### src/rtl/clock_ctrl.sv
// 24-hour h:m:s timekeeper with a two-button hour/minute set mode.
// It also produces a blink mask that flashes the field being set.
module clock_ctrl #(
    parameter int CLK_HZ = 50_000_000
) (
    input  logic       clk,
    input  logic       rst_n,
    input  logic       btn_mode,
    input  logic       btn_inc,
    output logic [4:0] h,
    output logic [5:0] m,
    output logic [5:0] s,
    output logic [5:0] blank,
    output logic [1:0] mode,
    output logic       sec_tick
);

    localparam int PW   = $clog2(CLK_HZ);
    localparam int HALF = CLK_HZ / 2;
    localparam int BW   = $clog2(HALF);
    localparam logic [PW-1:0] PRE_MAX   = PW'(CLK_HZ - 1);
    localparam logic [BW-1:0] BLINK_MAX = BW'(HALF - 1);

    typedef enum logic [1:0] {
        RUN   = 2'd0,
        SET_H = 2'd1,
        SET_M = 2'd2
    } mode_t;

    mode_t         state_r, state_s;
    logic [4:0]    h_r, h_s;
    logic [5:0]    m_r, m_s;
    logic [5:0]    s_r, s_s;
    logic [5:0]    blank_r, blank_s;
    logic          tick_r, tick_s;
    logic [PW-1:0] pre_r, pre_s;
    logic [BW-1:0] blink_r, blink_s;
    logic          phase_r, phase_s;
    logic          mode_hist_r, inc_hist_r;
    logic          mode_press_s, inc_press_s;

    function automatic logic [5:0] inc_wrap6(input logic [5:0] v, input logic [5:0] top);
        return (v == top) ? 6'd0 : v + 6'd1;
    endfunction

    function automatic logic [4:0] inc_wrap5(input logic [4:0] v, input logic [4:0] top);
        return (v == top) ? 5'd0 : v + 5'd1;
    endfunction

    assign mode_press_s = btn_mode & ~mode_hist_r;
    assign inc_press_s  = btn_inc & ~inc_hist_r;

    // Next-state logic: mode sequencing, timekeeping, field setting and blink.
    always_comb begin
        state_s = state_r;
        h_s     = h_r;
        m_s     = m_r;
        s_s     = s_r;
        pre_s   = pre_r;
        tick_s  = 1'b0;
        blink_s = blink_r;
        phase_s = phase_r;
        blank_s = 6'd0;

        if (state_r != RUN) begin
            if (blink_r == BLINK_MAX) begin
                blink_s = {BW{1'b0}};
                phase_s = ~phase_r;
            end else begin
                blink_s = blink_r + BW'(1);
                phase_s = phase_r;
            end
        end else begin
            blink_s = blink_r;
            phase_s = phase_r;
        end

        case (state_r)
            RUN: begin
                if (mode_press_s) begin
                    state_s = SET_H;
                    s_s     = 6'd0;
                    pre_s   = {PW{1'b0}};
                    blink_s = {BW{1'b0}};
                    phase_s = 1'b0;
                end else if (pre_r == PRE_MAX) begin
                    pre_s  = {PW{1'b0}};
                    tick_s = 1'b1;
                    s_s    = inc_wrap6(s_r, 6'd59);
                    // Carry ripples in one edge so 23:59:59 -> 00:00:00 is atomic.
                    if (s_r == 6'd59) begin
                        m_s = inc_wrap6(m_r, 6'd59);
                        if (m_r == 6'd59) begin
                            h_s = inc_wrap5(h_r, 5'd23);
                        end else begin
                            h_s = h_r;
                        end
                    end else begin
                        m_s = m_r;
                    end
                end else begin
                    pre_s = pre_r + PW'(1);
                end
            end
            SET_H: begin
                pre_s = {PW{1'b0}};
                s_s   = 6'd0;
                if (mode_press_s) begin
                    state_s = SET_M;
                end else if (inc_press_s) begin
                    h_s     = inc_wrap5(h_r, 5'd23);
                    blink_s = {BW{1'b0}};
                    phase_s = 1'b0;
                end else begin
                    h_s = h_r;
                end
            end
            SET_M: begin
                pre_s = {PW{1'b0}};
                s_s   = 6'd0;
                if (mode_press_s) begin
                    state_s = RUN;
                end else if (inc_press_s) begin
                    m_s     = inc_wrap6(m_r, 6'd59);
                    blink_s = {BW{1'b0}};
                    phase_s = 1'b0;
                end else begin
                    m_s = m_r;
                end
            end
            default: begin
                state_s = RUN;
            end
        endcase

        // Mask follows the next state so a mode press updates blank on the same edge.
        case (state_s)
            SET_H:   blank_s = {phase_s, phase_s, 4'b0000};
            SET_M:   blank_s = {2'b00, phase_s, phase_s, 2'b00};
            default: blank_s = 6'd0;
        endcase
    end

    // State and output registers with synchronous active-low reset.
    always_ff @(posedge clk) begin
        if (!rst_n) begin
            state_r     <= RUN;
            h_r         <= 5'd0;
            m_r         <= 6'd0;
            s_r         <= 6'd0;
            blank_r     <= 6'd0;
            tick_r      <= 1'b0;
            pre_r       <= {PW{1'b0}};
            blink_r     <= {BW{1'b0}};
            phase_r     <= 1'b0;
            mode_hist_r <= 1'b1;
            inc_hist_r  <= 1'b1;
        end else begin
            state_r     <= state_s;
            h_r         <= h_s;
            m_r         <= m_s;
            s_r         <= s_s;
            blank_r     <= blank_s;
            tick_r      <= tick_s;
            pre_r       <= pre_s;
            blink_r     <= blink_s;
            phase_r     <= phase_s;
            mode_hist_r <= btn_mode;
            inc_hist_r  <= btn_inc;
        end
    end

    assign h        = h_r;
    assign m        = m_r;
    assign s        = s_r;
    assign blank    = blank_r;
    assign mode     = state_r;
    assign sec_tick = tick_r;

endmodule

### config.mk
export PLATFORM = sky130hd
export DESIGN_NAME = clock_ctrl
export DESIGN_NICKNAME = d
export VERILOG_FILES = /design/src/rtl/clock_ctrl.sv
export SDC_FILE = /design/constraint.sdc
export NUM_CORES = 1
export LEC_CHECK = 0
export CAP_MARGIN = 20
export CORE_MARGIN = 5
export CORE_UTILIZATION = 50
export CTS_CLUSTER_SIZE = 40
export DETAILED_ROUTE_END_ITERATION = 16
export PLACE_DENSITY = 0.7
export REMOVE_ABC_BUFFERS = 1
export SYNTH_ARGS = -nofsm -noshare
export SYNTH_HDL_FRONTEND = slang
export SYNTH_SLANG_ARGS = --single-unit
### constraint.sdc
create_clock -name clk -period 3.2 [get_ports clk]
set_input_delay 0.64 -clock clk [delete_from_list [all_inputs] [get_ports clk]]
set_output_delay 0.64 -clock clk [all_outputs]
set_load 0.01 [all_outputs]
After elaboration in Yosys (flattened, before gate mapping)

Cells that the tools add are included.

Bits in registers: 80
Latch bits: 0
RAM bits: 0
Memory bits (read-only): 0
Input bits: 4
Output and inout bits: 26
Logic and storage cells: 91
Memories: 0

$add $sub $neg: 5
Multiply operators: 0
Div/mod/pow operators: 0
Magnitude comparators: 0
Equal/unequal tests: 18
Shift-type cells: 0
Multiplexer cells: 40
Bitwise logic cells: 7
Reductions and logical operators: 10

Operators with widths:

| kind                    | count |
|---|---|
| $mux W25                | 5 |
| $mux W6                 | 9 |
| $mux W26                | 2 |
| $pmux W26 S2            | 1 |
| $pmux W25 S2            | 1 |
| $pmux W6 S2             | 3 |
| $mux W5                 | 7 |
| $add A26 B1 Y26 const B | 1 |
| $eq A26 B26 Y1 const B  | 1 |
| $add A25 B1 Y25 const B | 1 |
| $eq A25 B25 Y1 const B  | 1 |
| $ne A2 B2 Y1 const B    | 8 |
| $add A6 B1 Y6 const B   | 2 |
| $eq A6 B6 Y1 const B    | 2 |
| $pmux W5 S2             | 1 |
| $reduce_bool A2 Y1      | 4 |
| $reduce_and A7 Y1       | 1 |
| $mux W1                 | 6 |
| $mux W2                 | 3 |
| $pmux W2 S3             | 1 |
| $reduce_and A6 Y1       | 1 |
| $add A5 B1 Y5 const B   | 1 |
| $eq A5 B5 Y1 const B    | 1 |
| $not A1 Y1              | 5 |
| 9 further kinds         | 12 |

Logic depth before layout (Yosys ltp)

Gate-level depths: netlist (run 1).

Depth in word-level cells: 7
Gate-level depth with buffers: 9
Mapped depth without buffers: 9

Worst setup path before layout (run 1)

OpenSTA, ideal clock, no wires.

Kind: reg2reg
Start point: register pre_r[11]
End point: register m_r[0] (netlist: m[0])
Setup time: 0.070 ns
Data arrival time: 2.464 ns
Required time: 3.130 ns
Slack: 0.666 ns
Stages on the path, launching flop included: 7
Path buffers: 1
Period minus slack after synthesis: 2.534 ns
Path through: dfxtp_1 -> or4b_1 -> or4_1 -> buf_6 -> o41a_1 -> or4_1 -> a21oi_1

Cells in the longest elaborated chain, start to end: 3

RTL lines:

| item                               | line | source |
|---|---|---|
| start: declaration                 | 36   | `logic [PW-1:0] pre_r, pre_s;` |
| start signal: assignment           | 153  | `pre_r <= {PW{1'b0}};` |
| start signal: assignment           | 165  | `pre_r <= pre_s;` |
| $eq A26 B26 Y1                     | 86   | `end else if (pre_r == PRE_MAX) begin` |
| $ne A2 B2 Y1 (no source line)      | -    |  |
| $reduce_and A6 Y1 (no source line) | -    |  |
| end signal: assignment             | 161  | `m_r <= m_s;` |
| end: declaration                   | 32   | `logic [5:0] m_r, m_s;` |

Every way passes these cells.
A chain may end at the register's enable or synchronous reset.

Final worst setup path (run 1)

Ends and elaborated chain as after synthesis.

==> results of run 1 <==
## Yosys cell counts (all sizes together), types with 2 or more instances
master	instances	area [um2]
nor2b	4	25.02
and3b	2	17.52
xnor2	26	227.7
ha	11	137.6
or4	5	37.54
a21oi	16	80.08
nand2	29	108.9
o31ai	4	30.03
nand3b	3	22.52
o21a	2	15.01
or3	5	31.28
dfxtp	76	1521
buf	6	45.04
and2	4	25.02
nor3b	2	15.01
nand2b	7	43.79
o21ai	17	85.08
nand4	18	112.6
nor4	7	43.79
nor3	24	120.1
a21o	2	15.01
a31oi	2	12.51
o211ai	2	15.01
xor2	21	183.9
and4	6	53.80
mux2i	4	40.04
clkbuf	15	56.30
nand3	22	110.1
nor4b	2	17.52
inv	11	41.29
nor2	67	251.5
and3	10	62.56
o2111ai	2	17.52
## worst max-delay path, cell delays in order (launching register included)
cell and delay [ns]:
sky130_fd_sc_hd__dfxtp_1 0.36, sky130_fd_sc_hd__or4b_1 0.53, sky130_fd_sc_hd__or4_1 0.71, sky130_fd_sc_hd__o41a_1 0.55, sky130_fd_sc_hd__or4_1 0.43, sky130_fd_sc_hd__a21oi_1 0.12
## flip-flops by register name, indices dropped and copies added, names as in the netlist
signal	cells
pre_r	26
blink_r	25
m	6
s	6
h	5
blank	2
mode	2
inc_hist_r	1
mode_hist_r	1
phase_r	1
sec_tick	1
## per-stage QoR
stage               utilization, %  instances  hold WS, ns  total power, mW
CTS                          59.19        580       0.4983            1.854
finish                       59.19        580       0.5005            1.836
global placement             56.56        564       0.4753            1.137
floorplan                        -        431       0.4667            1.083
detailed placement           56.56        564       0.4785            1.141
global route                 59.19        580       0.5354            1.919
## placed cells by master, fill, tap and decap left out, types with 16 or more instances in the layout
master / Yosys / final
sky130_fd_sc_hd__dfxtp_1: 76 / 76
sky130_fd_sc_hd__clkdlybuf4s50_1: 0 / 27
sky130_fd_sc_hd__nand2_1: 29 / 29
sky130_fd_sc_hd__xor2_1: 21 / 21
sky130_fd_sc_hd__xnor2_1: 26 / 26
sky130_fd_sc_hd__nand3_1: 22 / 22
sky130_fd_sc_hd__a21oi_1: 16 / 16
sky130_fd_sc_hd__nor3_1: 24 / 24
sky130_fd_sc_hd__o21ai_0: 17 / 16
sky130_fd_sc_hd__nand4_1: 18 / 18
sky130_fd_sc_hd__nor2_1: 67 / 67
## final timing paths
| check | to | cells past startpoint | slack [ns] |
|---|---|---|---|
| worst max-delay path | m[0] | 5 | 0.44 |
| worst min-delay path | h[4] | 2 | 0.50 |
| worst max register to register | m[0] | 5 | 0.44 |
| worst min register to register | h[4] | 2 | 0.50 |
## layer usage
metal | vias to the layer above | track usage [%]
met2 | 47 | 27.55
met3 | 7 | 4.523
met1 | 1518 | 22.66
met4 | 0 | 3.996
li1 | 1641 | -
met5 | - | 0
## cell families (layout without fill, tap and decap cells)
kind of cell / Yosys count / count (layout) / share of synthesized area [%]
AO/OA/AOI/OAI: 56 / 56 / 9.753
XOR/XNOR: 47 / 47 / 10.84
adder cells (fa/ha/maj): 11 / 11 / 3.624
buffers and inverters: 32 / 61 / 3.756
flip-flops: 76 / 76 / 40.07
multiplexers: 4 / 4 / 1.054
other: 1 / 2 / 0.09875
AND/OR/NAND/NOR: 224 / 224 / 30.81
## power groups by stage
stage / clock network, mW / registers [mW] / logic [mW]
6_report: 0.716 / 0.970 / 0.150
3_3_place_gp: 0 / 0.991 / 0.146
3_5_place_dp: 0 / 0.992 / 0.149
2_1_floorplan: 0 / 0.991 / 0.0915
4_1_cts: 0.734 / 0.970 / 0.151
5_1_grt: 0.780 / 0.972 / 0.167
## final cells by class
| type | instances | area [um2] | share of cell area [%] |
|---|---|---|---|
| inverters | 11 | 41.29 | 0.9516 |
| flip-flops and latches | 76 | 1521 | 35.06 |
| repair buffers | 34 | 322.8 | 7.439 |
| multi-input cells | 344 | 2137 | 49.25 |
| clock inverters | 6 | 65.06 | 1.499 |
| well taps | 99 | 123.9 | 2.855 |
| clock buffers | 10 | 127.6 | 2.941 |
==> impl_results.md, run 1 <==
* Crit Reg-Reg Startpoint: pre_r[11]
* P&R area growth vs syn at 14.27%
* Cell Pwr Density at 423.2 nW/um2
* Proportion of power drawn by the clock network at 39.0%
* Post-synthesis cell type count at 53
* Crit path arrival time at 3.04 ns
* Proportion of layout cells with a drive suffix above 1 at 6.029%
* Count of final hold-check violations at 0
* Maxcap violations at 0
* Number of ports placed on the die boundary at 30
* Clock input transition at the sequential cells of the worst setup and hold paths at 0.08 ns
* Via count at 3,213
* Critical path launch point type: flip-flop
* Met1 layer wirelength in the final routing at 3965 um
* Post-CTS setup buffer count at 0
* Sw power at 0.4635 mW
* Floorplan die height at 97.15 um
* Setup Crit Path Kind: flip-flop to flip-flop
* Pin count of the biggest net entering global routing at 26
* Count of standard-cell rows at 31
* # diodes at 0
* Die area at 9438 um2
* Number of nets at the end of the flow at 491
* Launch point of the worst hold path: h[4]
* Clk Latency, worst-skew pair at 0.34 ns
* Fillcell total at 681
* Post-Syn Instances at 451
* Worst relative slew slack at 60.90%
* Top Metal Used: met4
* Critical-path maximum fanout at 8
* Routed wire length on met2 at 3634 um
* Async set or reset register ratio after synthesis at 0%
* Most instantiated flip-flop cell in the synthesis netlist: sky130_fd_sc_hd__dfxtp_1
* Number of global-route vias before repair at 2,974
* Setup Slack @ Placement at 0.4605 ns
* Gp weighted congestion at 0.8309
* CTS tree: built
* Worst Max-Slew Pin Slew at 0.5803 ns
* Average wire length per cell after detail routing at 13.68 um
* Static leakage power at 1.517 nW
* Final-report max-slew violation count at 0
* Sequential cell area fraction in the yosys report at 40.07%
* Combinational fraction of design power at 8.2%
* Starting utilization of the core area at 51.80%
* Met3 wire length at 262 um
* Class of the worst hold path: flip-flop to flip-flop
* Antenna violations before repair at 0
* Post-Synthesis Mean Instance Area at 8.420 um2
* Worst setup startpoint: pre_r[11]
* Vias per cell at 5.540
* Num CTS Buffers at 9
* Worst setup slack after layout at 0.4359 ns
* Root Driver: sky130_fd_sc_hd__clkbuf_8
* Share of power burned in registers at 52.8%
* Routed Antenna Nets at 0
* EDFF count, synth at 0
* Netlist Area Pre-Place at 3797 um2
* Half-perimeter wire length after placement at 5616 um
* Synth warn at 0
* Horizontal die dimension at 97.15 um
* Setup TNS at 0 ns
* Number of design rule violations left after detail routing at 0
* Post-layout minimum cycle time at 2.764 ns
* Grt total ovfl at 0
* Number of buffer cells added on primary ports at 27
* Final setup violation count at 0
* Detailed-route wire length at 7936 um
* Core ar. at 7331 um2
* Cts repair resizes at 0
* Crit. End Element: flip-flop
* Number of sinks driven by the clock tree at 76
* Maximum clock frequency at 361.8 MHz
* CTS Buffer Depth at 2
* Internal power consumption at 1.373 mW
* Required time worst endpoint at 3.48 ns
* Layout Cell Area excl Fill at 4339 um2
* Number of design-rule violations left by the first detailed-router iteration at 97
* Number of detailed-route iterations in the first pass at 4
* First-pass GRT wire length at 13,660 um
* Instance area at placement at 4146 um2
* RSZ-0062 raised after global routing: false
* Final period utilization at 86.38%
* Run status: finished, final reports clean
* Number of register bits inferred by synthesis at 76
* Switch share at 25.24%
* Clock skew at 0.009892 ns
* Total GRT Usage at 17.02%
* Largest vdd supply drop at 0.3053 mV
* Count of hold-fix buffers inserted at cts at 0
* H-tree levels at 3
No activity file was read; power rests on OpenSTA's default activity.
==> inputs of run 2 (changes only) <==
MAX_ROUTING_LAYER = met4   (was default)
==> run 2 against run 1 <==
Compared with the run above: clock skew about the same; clock-buffer cell count unchanged; cell count unchanged; sequential cell count unchanged; wire length down 0.55%; sequential share of layout area unchanged; combinational power about the same; sequential power about the same; total power down 0.18%; critical path type unchanged.
==> impl_results.md, run 2 (same netlist as run 1, synthesis figures left out) <==
* Antenna violations before repair at 0
* Largest vdd supply drop at 0.3052 mV
* Horizontal die dimension at 97.15 um
* Critical path launch point type: flip-flop
* Highest-utilization routing layer at the global route stage: met2
* Clock input transition at the sequential cells of the worst setup and hold paths at 0.08 ns
* Crit. End Element: flip-flop
* H-tree levels at 3
* Reg with most FFs: pre_r
* Dpl cells at 564
* Proportion of power drawn by the clock network at 38.9%
* Number of cells on the worst hold path at 2
* Final period utilization at 86.52%
* Vias per cell at 5.493
* Crit path arrival time at 3.04 ns
* Detailed-route wire length at 7892 um
* Number of global-route vias before repair at 2,971
* Commonest cells after routing, fill and taps aside: sky130_fd_sc_hd__dfxtp_1, sky130_fd_sc_hd__nor2_1, sky130_fd_sc_hd__nand2_1
* Root Driver: sky130_fd_sc_hd__clkbuf_8
* P&R area growth vs syn at 14.27%
* Crit Reg-Reg Startpoint: pre_r[11]
* Terminus of the critical flop-to-flop path: s[4]
* Cell Pwr Density at 422.4 nW/um2
* Via count at 3,186
* CTS tree: built
* Count of standard-cell rows at 31
* Floorplan die height at 97.15 um
* First-pass GRT wire length at 13,640 um
* Cts repair resizes at 0
* Required time worst endpoint at 3.47 ns
* Cell repeated most along the worst path: sky130_fd_sc_hd__or4_1
* Worst Max-Slew Pin Slew at 0.5875 ns
* Count of final hold-check violations at 0
* Count of hold-fix buffers inserted at cts at 0
* Post-CTS setup buffer count at 0
* Flop2flop setup slack at 0.43 ns
* Reg2Reg Depth at 5
* Number of design-rule violations left by the first detailed-router iteration at 107
* Number of buffer cells added on primary ports at 27
* Number of detailed-route iterations in the first pass at 4
* Average wire length per cell after detail routing at 13.61 um
* Launch point of the worst hold path: h[4]
* Final-report max-slew violation count at 0
* Grt total ovfl at 0
* Switch share at 25.11%
* Maximum cell stage delay along the critical path at 0.71 ns
* Power after layout at 1.833 mW
* Met2 Track Usage GR at 27.60%
* Proportion of layout cells with a drive suffix above 1 at 6.029%
* Class of the worst hold path: flip-flop to flip-flop
* RSZ-0062 raised after global routing: false
* Clock skew at 0.009958 ns
* Half-perimeter wire length after placement at 5616 um
* Share of power burned in registers at 52.9%
* Routed Antenna Nets at 0
* Cell with the largest stage delay on the worst path: sky130_fd_sc_hd__or4_1
* Leading registers by flop count: pre_r x26, blink_r x25
* Final setup violation count at 0
* Clk Latency, worst-skew pair at 0.34 ns
* Number of ports placed on the die boundary at 30
* Core ar. at 7331 um2
* Post-layout minimum cycle time at 2.769 ns
* Combinational fraction of design power at 8.2%
* Critical-path maximum fanout at 13
* Number of design rule violations left after detail routing at 0
* Number of sinks driven by the clock tree at 76
* Total GRT Usage at 17.47%
* Count of non-filler cells in the finished layout at 580
* Run status: finished, final reports clean
* Setup Crit Path Kind: flip-flop to flip-flop
* CTS Buffer Depth at 2
* Num CTS Buffers at 9
* Chain of cells forming the critical path: or4b_1, or4_1, o21a_1, or4_1, a21oi_1
* Pin count of the biggest net entering global routing at 26
* Worst relative slew slack at 60.42%
* Starting utilization of the core area at 51.80%
* Die area at 9438 um2
* Static leakage power at 1.517 nW
* Setup TNS at 0 ns
* Sw power at 0.4603 mW
* Number of nets at the end of the flow at 491
* Maxcap violations at 0
* # diodes at 0
* Max FFs per register at 26
* Gp weighted congestion at 0.8436
* Global-route track usage on met1 at 22.53%
* Most common cell after layout, fill and taps aside: sky130_fd_sc_hd__dfxtp_1
* Internal power consumption at 1.373 mW
* Endpoint with the worst hold slack: h[4]
* Met3 routing resource usage after global routing at 4.523%
* Maximum clock frequency at 361.2 MHz
[run 2: cell counts in the layout (fill, tap and decap cells not counted)]
Identical to the previous run, type by type.
[run 2: how the worst max path moves through the flow]
stage	from	end
6_report	pre_r[11]	s[4]
4_1_cts	pre_r[11]	s[4]
5_1_grt	pre_r[11]	s[5]
3_5_place_dp	pre_r[11]	m[0]
2_1_floorplan	pre_r[11]	pre_r[0]
3_3_place_gp	btn_inc	h[1]
[run 2: power by group through the flow]
stage / combinational [mW] / clock, mW / sequential, mW
finish: 0.150 / 0.713 / 0.970
global route: 0.167 / 0.779 / 0.972
CTS: 0.151 / 0.734 / 0.970
detailed placement: 0.149 / 0 / 0.992
global placement: 0.146 / 0 / 0.991
floorplan: 0.0915 / 0 / 0.991
[run 2: per-stage QoR]
step                instance area, um2  worst slack [ns]  hold WS, ns  util (%)
global route                      4339            0.3193       0.5354     59.19
finish                            4339            0.4312       0.5004     59.19
floorplan                         3700           0.07676       0.4667         -
CTS                               4339            0.4547       0.4983     59.19
global placement                  4146            0.4870       0.4753     56.56
detailed placement                4146            0.4605       0.4785     56.56
[run 2: area by class of cell]
type | count | area [um2]
fill | 681 | 2992
clock inverter | 6 | 65.06
inverter | 11 | 41.29
multi-input combinational | 344 | 2137
tap | 99 | 123.9
timing repair buffer | 34 | 322.8
sequential | 76 | 1521
clock buffer | 10 | 127.6
[run 2: layer usage]
layer,wire length (um),part of all wire [%],vias up
met2,3625,46,37
met4,72,0.91,0
met3,255,3.2,8
met1,3939,50,1502
met5,0,0,-
li1,-,-,1639
[run 2: critical path, delay by kind of cell, from the launching register on]
family,cells,cell delay [ns]
DFF,1,0.36
and+or+nand+nor,3,1.80
AOI/OAI and AO/OA,2,0.54
